[config.mk]
export PLATFORM = sky130hd
export DESIGN_NAME = peridot_swi_mbox
export DESIGN_NICKNAME = d
export VERILOG_FILES = /design/src/rtl/peridot_swi_pkg.sv /design/src/rtl/peridot_swi_fifo.sv /design/src/rtl/peridot_swi_mbox.sv
export SDC_FILE = /design/constraint.sdc
export NUM_CORES = 1
export LEC_CHECK = 0
export BUFFER_PORTS_ARGS = -buffer_cell sky130_fd_sc_hd__buf_2
export CAP_MARGIN = 20
export CORE_MARGIN = 8
export CORE_UTILIZATION = 65
export CTS_CLUSTER_DIAMETER = 100
export DETAILED_ROUTE_END_ITERATION = 7
export HOLD_SLACK_MARGIN = 0.15
export MAX_ROUTING_LAYER = met4
export PLACE_DENSITY_LB_ADDON = 0.25
export SLEW_MARGIN = 15
export SYNTH_ARGS = -nofsm -noshare
export SYNTH_HDL_FRONTEND = slang
export SYNTH_SLANG_ARGS = --single-unit
[constraint.sdc]
create_clock -name clock_sig -period 36.9 [get_ports clock_sig]
set_input_delay 0 -clock clock_sig [delete_from_list [all_inputs] [get_ports clock_sig]]
set_output_delay 0 -clock clock_sig [all_outputs]
set_load 0.02 [all_outputs]
[src/rtl/peridot_swi_pkg.sv]
// Shared constants for the PERIDOT SWI / mailbox / mutex block.
// Register map, deadkey and status/mutex field positions.
package peridot_swi_pkg;

  localparam logic [3:0] REG_CLASS  = 4'd0;
  localparam logic [3:0] REG_TIME   = 4'd1;
  localparam logic [3:0] REG_CTRL   = 4'd2;
  localparam logic [3:0] REG_PSET   = 4'd3;
  localparam logic [3:0] REG_PCLR   = 4'd4;
  localparam logic [3:0] REG_MASK   = 4'd5;
  localparam logic [3:0] REG_MUTEX  = 4'd6;
  localparam logic [3:0] REG_MBDATA = 4'd7;
  localparam logic [3:0] REG_MBSTAT = 4'd8;

  localparam logic [15:0] DEADKEY = 16'hDEAD;

  localparam int MBSTAT_RXIRQENA = 24;
  localparam int MBSTAT_OVF      = 18;
  localparam int MBSTAT_FULL     = 17;
  localparam int MBSTAT_EMPTY    = 16;

  localparam int MTX_OWN_HI = 31;
  localparam int MTX_OWN_LO = 16;
  localparam int MTX_VAL_HI = 15;
  localparam int MTX_VAL_LO = 0;

endpackage

[src/rtl/peridot_swi_fifo.sv]
// Single-clock show-ahead FIFO for the SWI mailbox.
// Push when full and pop when empty are silently ignored.
module peridot_swi_fifo #(
  parameter int WIDTH = 32,
  parameter int DEPTH = 16,
  localparam int AW = $clog2(DEPTH),
  localparam int CW = $clog2(DEPTH) + 1
) (
  input  logic             clock_sig,
  input  logic             reset_sig,
  input  logic             push,
  input  logic             pop,
  input  logic [WIDTH-1:0] wdata,
  output logic [WIDTH-1:0] rdata,
  output logic [CW-1:0]    count,
  output logic             full,
  output logic             empty
);

  logic [WIDTH-1:0] mem [DEPTH];
  logic [AW-1:0]    wr_ptr;
  logic [AW-1:0]    rd_ptr;
  logic             do_push;
  logic             do_pop;

  assign full    = (count == CW'(DEPTH));
  assign empty   = (count == '0);
  assign do_push = push & ~full;
  assign do_pop  = pop & ~empty;
  assign rdata   = mem[rd_ptr];

  always_ff @(posedge clock_sig or posedge reset_sig) begin
    if (reset_sig) begin
      wr_ptr <= '0;
      rd_ptr <= '0;
      count  <= '0;
      for (int i = 0; i < DEPTH; i++) mem[i] <= '0;
    end else begin
      if (do_push) begin
        mem[wr_ptr] <= wdata;
        wr_ptr      <= wr_ptr + 1'b1;
      end
      if (do_pop) rd_ptr <= rd_ptr + 1'b1;
      count <= count + CW'(do_push) - CW'(do_pop);
    end
  end

endmodule

[src/rtl/peridot_swi_mbox.sv]
// Multi-channel SWI flags, hardware mutex and message mailbox
// with deadkey-protected CPU reset and LED control.
module peridot_swi_mbox
  import peridot_swi_pkg::*;
#(
  parameter logic [31:0] CLASSID    = 32'h72A00001,
  parameter logic [31:0] TIMECODE   = 32'd1234567890,
  parameter int          CHANNELS   = 8,
  parameter int          FIFO_DEPTH = 16,
  parameter int          TRIG_SYNC  = 1
) (
  input  logic                clock_sig,
  input  logic                reset_sig,
  input  logic [3:0]          avs_address,
  input  logic                avs_read,
  output logic [31:0]         avs_readdata,
  input  logic                avs_write,
  input  logic [31:0]         avs_writedata,
  output logic                ins_irq,
  input  logic [CHANNELS-1:0] coe_trig,
  output logic                coe_cpureset,
  output logic                coe_led
);

  localparam int CW = $clog2(FIFO_DEPTH) + 1;

  logic [CHANNELS-1:0] pend, pend_n, mask;
  logic [CHANNELS-1:0] trig_s, trig_p, rise, wbits;
  logic [15:0]         owner, value;
  logic [15:0]         w_own, w_val;
  logic                ovf, rxirqena;
  logic [31:0]         fifo_rdata;
  logic [CW-1:0]       count;
  logic                full, empty;
  logic                wr_ctrl, wr_pset, wr_pclr, wr_mask;
  logic                wr_mtx, wr_mbd, wr_stat, rd_mbd;
  logic                mtx_ok;

  assign wr_ctrl = avs_write && (avs_address == REG_CTRL);
  assign wr_pset = avs_write && (avs_address == REG_PSET);
  assign wr_pclr = avs_write && (avs_address == REG_PCLR);
  assign wr_mask = avs_write && (avs_address == REG_MASK);
  assign wr_mtx  = avs_write && (avs_address == REG_MUTEX);
  assign wr_mbd  = avs_write && (avs_address == REG_MBDATA);
  assign wr_stat = avs_write && (avs_address == REG_MBSTAT);
  assign rd_mbd  = avs_read && (avs_address == REG_MBDATA);

  assign wbits = avs_writedata[CHANNELS-1:0];
  assign w_own = avs_writedata[MTX_OWN_HI:MTX_OWN_LO];
  assign w_val = avs_writedata[MTX_VAL_HI:MTX_VAL_LO];

  if (TRIG_SYNC != 0) begin : g_sync
    logic [CHANNELS-1:0] s1, s2;
    always_ff @(posedge clock_sig or posedge reset_sig) begin
      if (reset_sig) begin
        s1 <= '0;
        s2 <= '0;
      end else begin
        s1 <= coe_trig;
        s2 <= s1;
      end
    end
    assign trig_s = s2;
  end else begin : g_nosync
    assign trig_s = coe_trig;
  end

  // Trigger set is OR'd last so it wins over a same-cycle W1C.
  assign rise   = trig_s & ~trig_p;
  assign pend_n = ((pend | (wr_pset ? wbits : '0))
                 & ~(wr_pclr ? wbits : '0)) | rise;

  assign mtx_ok = (w_own != '0) && ((owner == '0) || (w_own == owner));

  always_ff @(posedge clock_sig or posedge reset_sig) begin
    if (reset_sig) begin
      trig_p       <= '0;
      pend         <= '0;
      mask         <= '0;
      owner        <= '0;
      value        <= '0;
      ovf          <= 1'b0;
      rxirqena     <= 1'b0;
      coe_cpureset <= 1'b0;
      coe_led      <= 1'b0;
    end else begin
      trig_p <= trig_s;
      pend   <= pend_n;
      if (wr_mask) mask <= wbits;
      if (wr_ctrl) begin
        coe_led <= avs_writedata[1];
        if (avs_writedata[31:16] == DEADKEY)
          coe_cpureset <= avs_writedata[0];
      end
      if (wr_mtx && mtx_ok) begin
        owner <= (w_val == '0) ? '0 : w_own;
        value <= w_val;
      end
      if (wr_stat) rxirqena <= avs_writedata[MBSTAT_RXIRQENA];
      ovf <= (ovf & ~(wr_stat & avs_writedata[MBSTAT_OVF]))
           | (wr_mbd & full);
    end
  end

  peridot_swi_fifo #(
    .WIDTH (32),
    .DEPTH (FIFO_DEPTH)
  ) u_fifo (
    .clock_sig (clock_sig),
    .reset_sig (reset_sig),
    .push      (wr_mbd),
    .pop       (rd_mbd),
    .wdata     (avs_writedata),
    .rdata     (fifo_rdata),
    .count     (count),
    .full      (full),
    .empty     (empty)
  );

  assign ins_irq = (|(pend & mask)) | (rxirqena & ~empty);

  always_comb begin
    avs_readdata = '0;
    case (avs_address)
      REG_CLASS:  avs_readdata = CLASSID;
      REG_TIME:   avs_readdata = TIMECODE;
      REG_CTRL:   avs_readdata = {30'd0, coe_led, coe_cpureset};
      REG_PSET,
      REG_PCLR:   avs_readdata = 32'(pend);
      REG_MASK:   avs_readdata = 32'(mask);
      REG_MUTEX:  avs_readdata = {owner, value};
      REG_MBDATA: avs_readdata = empty ? '0 : fifo_rdata;
      REG_MBSTAT: begin
        avs_readdata[MBSTAT_RXIRQENA] = rxirqena;
        avs_readdata[MBSTAT_OVF]      = ovf;
        avs_readdata[MBSTAT_FULL]     = full;
        avs_readdata[MBSTAT_EMPTY]    = empty;
        avs_readdata[8:0]             = 9'(count);
      end
      default: ;
    endcase
  end

endmodule

==> run metrics <==
status finished clean; slowest stage delay, CP 0.87 ns; Worst path most repeated cell buf_4; Net Count, Synth 1886; Final Hold Viols 0; clock sinks 601; crit path buf inv count 3; Post-synth EDFFs 0; Avg Cell Area, Syn 15.2 um^2; sequential power share 46.1%; Via-to-Cell Ratio 6.60; Multi-input gate area 0.0117 mm^2; Yosys cell types 63; Filler cells 2581; number of antenna violations at the first check in global routing 2; R2R cell count 15; first-pass GRT wire length 105000 um; Max Fclk 231 MHz; HPWL after DPL 38200 um; clk slew on worst S/H paths 0.06 ns; Clk pwr share 35.0%; LEAKAGE 14.7 nW; nets 1949; layout cells sized above 1 46.7%; post-synthesis register bit count 601; post-route ant nets 0; Post-Syn Area 0.0277 mm^2; post-route insts no fill 2477; final WL 66700 um; die width 222 um; Die Y 222 um; largest net degree at the start of global routing 167; WP data required 36.90 ns; total grt overflow 0; Slew headroom 27.5%; max cap viols 0; post-synthesis cell count 1826; Slew Limit Fails 0; top cells by area, synth dfrtp_1 54%, mux2_2 22%, mux4_2 10%, mux2i_1 2.3%, clkbuf_1 1.1%; vias after detailed routing 16358; Worst VDD drop 37.8 uV; most common cell after layout, fill and taps aside dfrtp_1; RR Startpoint u_fifo.count[3]; Core ar. 0.0420 mm^2; reg2reg setup slack 33.48 ns; ys flop type dfrtp_1; category of the most critical setup path reg -> out; DRC violations left 0; IO buf count 82; vias in the first global route 17512; Post-CTS Resized 0; Synth area leader dfrtp_1; Max Root-Sink Buffers 3; H-tree depth 2; DRT Pass-1 Iters 5; Pwr Total 1.78 mW; die area 0.0495 mm^2; Syn. warnings 0; 1st-iter DRT viols 1480; Psw 476 uW; cts bufs inserted 59; slew at the pin closest to its max-slew limit 1.09 ns; slowest CP cell buf_4; cells along the critical path buf_4 -> buf_4 -> mux4_2 -> mux2i_1 -> o22a_1 -> o21ai_0 -> buf_2; Sequential Area 0.0151 mm^2; Worst EP arrival 4.32 ns; per-cell routed wire length 26.9 um; HP Class in -> async; Final period util 11.7%; Crit. Startpoint u_fifo.rd_ptr[1]; TritonCTS clock tree done; Fin Setup TNS 0 ns; critical path's top delay family buffers and inverters; fraction of registers with async set or reset after synthesis 100%; Placed Cells incl. Taps 2309; Seq/Total Area, Yosys 54.3%; # rows 75; startpoint types flop; CTS Root Cell clkbuf_16; CP endpoint kind primary output; I/O pins 83; Final Setup Violations 0; Starting Density 65.9%; leading cell types in the layout, fill and taps excluded 598 x dfrtp_1, 532 x mux2_2, 128 x mux4_2; worst clock skew 0.0237 ns; crit path max fanout 61; Int Pwr 1.31 mW; share of the synthesized area in the top cell type 54.3%; CP Depth 7; Sw Share 26.7%; Total GRT Usage 28.2%; RR Endpoint u_fifo.count[4]; PwrDens 57.8 mW/mm^2; end of the critical path avs_readdata[9]; RSZ-0062 raised after global routing no; Clk Latency, worst-skew pair 0.62 ns; Comb power frac 18.9%; clock period minus worst slack 4.32 ns; Area Growth Syn to Fin 11.3%; GPL Wtd Cong 0.873
[synth_stat cells (all sizes together), types with 2 or more instances]
cell and n:
nand4 8, a21oi 24, nor3 6, a22o 4, mux2i 65, buf 83
and3b 2, a22oi 13, xnor2 8, dfrtp 601, mux4 128, a211o 2
or3 3, nor4 14, o32a 4, nor2 11, clkbuf 85, nand2 22
a2bb2oi 12, xor2 18, a221o 2, nor3b 2, nand3 2, ha 11
and3 2, mux2 541, o22ai 15, o22a 5, o221ai 5, inv 39
nor2b 6, nand2b 7, a21o 3, o2bb2ai 16, o21ai 25, nand3b 4
and2 15
[cell type report]
cell class              instances  share of cell area (%)
flip-flops and latches        601                    48.8
multi-input cells            1018                    37.9
clock buffers                  87                    5.74
repair buffers                170                    4.06
well taps                     539                    2.19
clock inverters                21                   0.848
inverters                      39                   0.499
diodes                          2                  0.0162
[tightest hold or removal path, cell delays in order]
cell	delay, ns
dlygate4sd3_1	0.53
buf_2	0.15
inv_8	0.63
[kinds of logic (layout without fill, tap and decap cells)]
logic type / after synthesis / after routing / synth area share, %
adder cells (fa/ha/maj): 12 / 12 / 0.569
AND/OR/NAND/NOR: 110 / 110 / 2.36
XOR/XNOR: 26 / 26 / 0.822
flip-flops: 601 / 601 / 54.3
other: 0 / 2 / 0
AO/OA/AOI/OAI: 136 / 136 / 3.48
buffers and inverters: 207 / 317 / 3.78
multiplexers: 734 / 734 / 34.7
[worst min path at each step]
stage                            from         endpoint  slack, ns  cells after the start
after floorplan           coe_trig[0]     g_sync.s1[0]       0.03                      0
after global placement    coe_trig[6]     g_sync.s1[6]       0.11                      1
after detailed placement  coe_trig[4]     g_sync.s1[4]       0.11                      1
after CTS                   reset_sig  u_fifo.mem[270]       0.18                      3
after global routing        reset_sig  u_fifo.mem[330]       0.23                      3
final                       reset_sig  u_fifo.mem[330]       0.16                      3
[layer usage]
| layer | up-vias | global-route usage [%] | share of wire (%) |
|---|---|---|---|
| li1 | 6865 | - | - |
| met1 | 8773 | 37.7 | 42 |
| met2 | 571 | 43.8 | 48 |
| met3 | 149 | 5.22 | 6.7 |
| met4 | 0 | 9.28 | 3.2 |
| met5 | - | - | 0 |
[registers in the layout, summed over array words and instances, names as in the netlist]
register and cells:
u_fifo.mem 512, owner 16, value 16, g_sync.s1 8, g_sync.s2 8, mask 8, pend 8, trig_p 8
u_fifo.count 5, u_fifo.rd_ptr 4, u_fifo.wr_ptr 4, coe_cpureset 1, coe_led 1, ovf 1, rxirqena 1
[power groups by stage]
stage          sequential, mW  combinational (mW)  clock (mW)
6_report                0.821               0.337       0.625
5_1_grt                 0.833               0.366       0.660
4_1_cts                 0.820               0.340       0.634
3_5_place_dp            0.831               0.333           0
3_3_place_gp            0.824               0.322           0
2_1_floorplan           0.791               0.294           0
[metrics by stage]
| stage | setup slack [ns] | area [um^2] | utilization (%) | hold WS (ns) |
|---|---|---|---|---|
| 6_report | 32.58 | 30800 | 73.4 | 0.156 |
| 5_1_grt | 32.37 | 30800 | 73.4 | 0.229 |
| 4_1_cts | 32.54 | 30800 | 73.3 | 0.180 |
| 3_5_place_dp | 33.21 | 28200 | 67.1 | 0.110 |
| 3_3_place_gp | 33.23 | 28200 | 67.1 | 0.108 |
| 2_1_floorplan | 20.08 | 27700 | - | 0.0314 |
[what timing repair did]
item,CTS,global route
hold endpoints to repair,713,0
hold buffers,57,0
setup buffers,0,0
No activity file was read; power rests on OpenSTA's default activity.
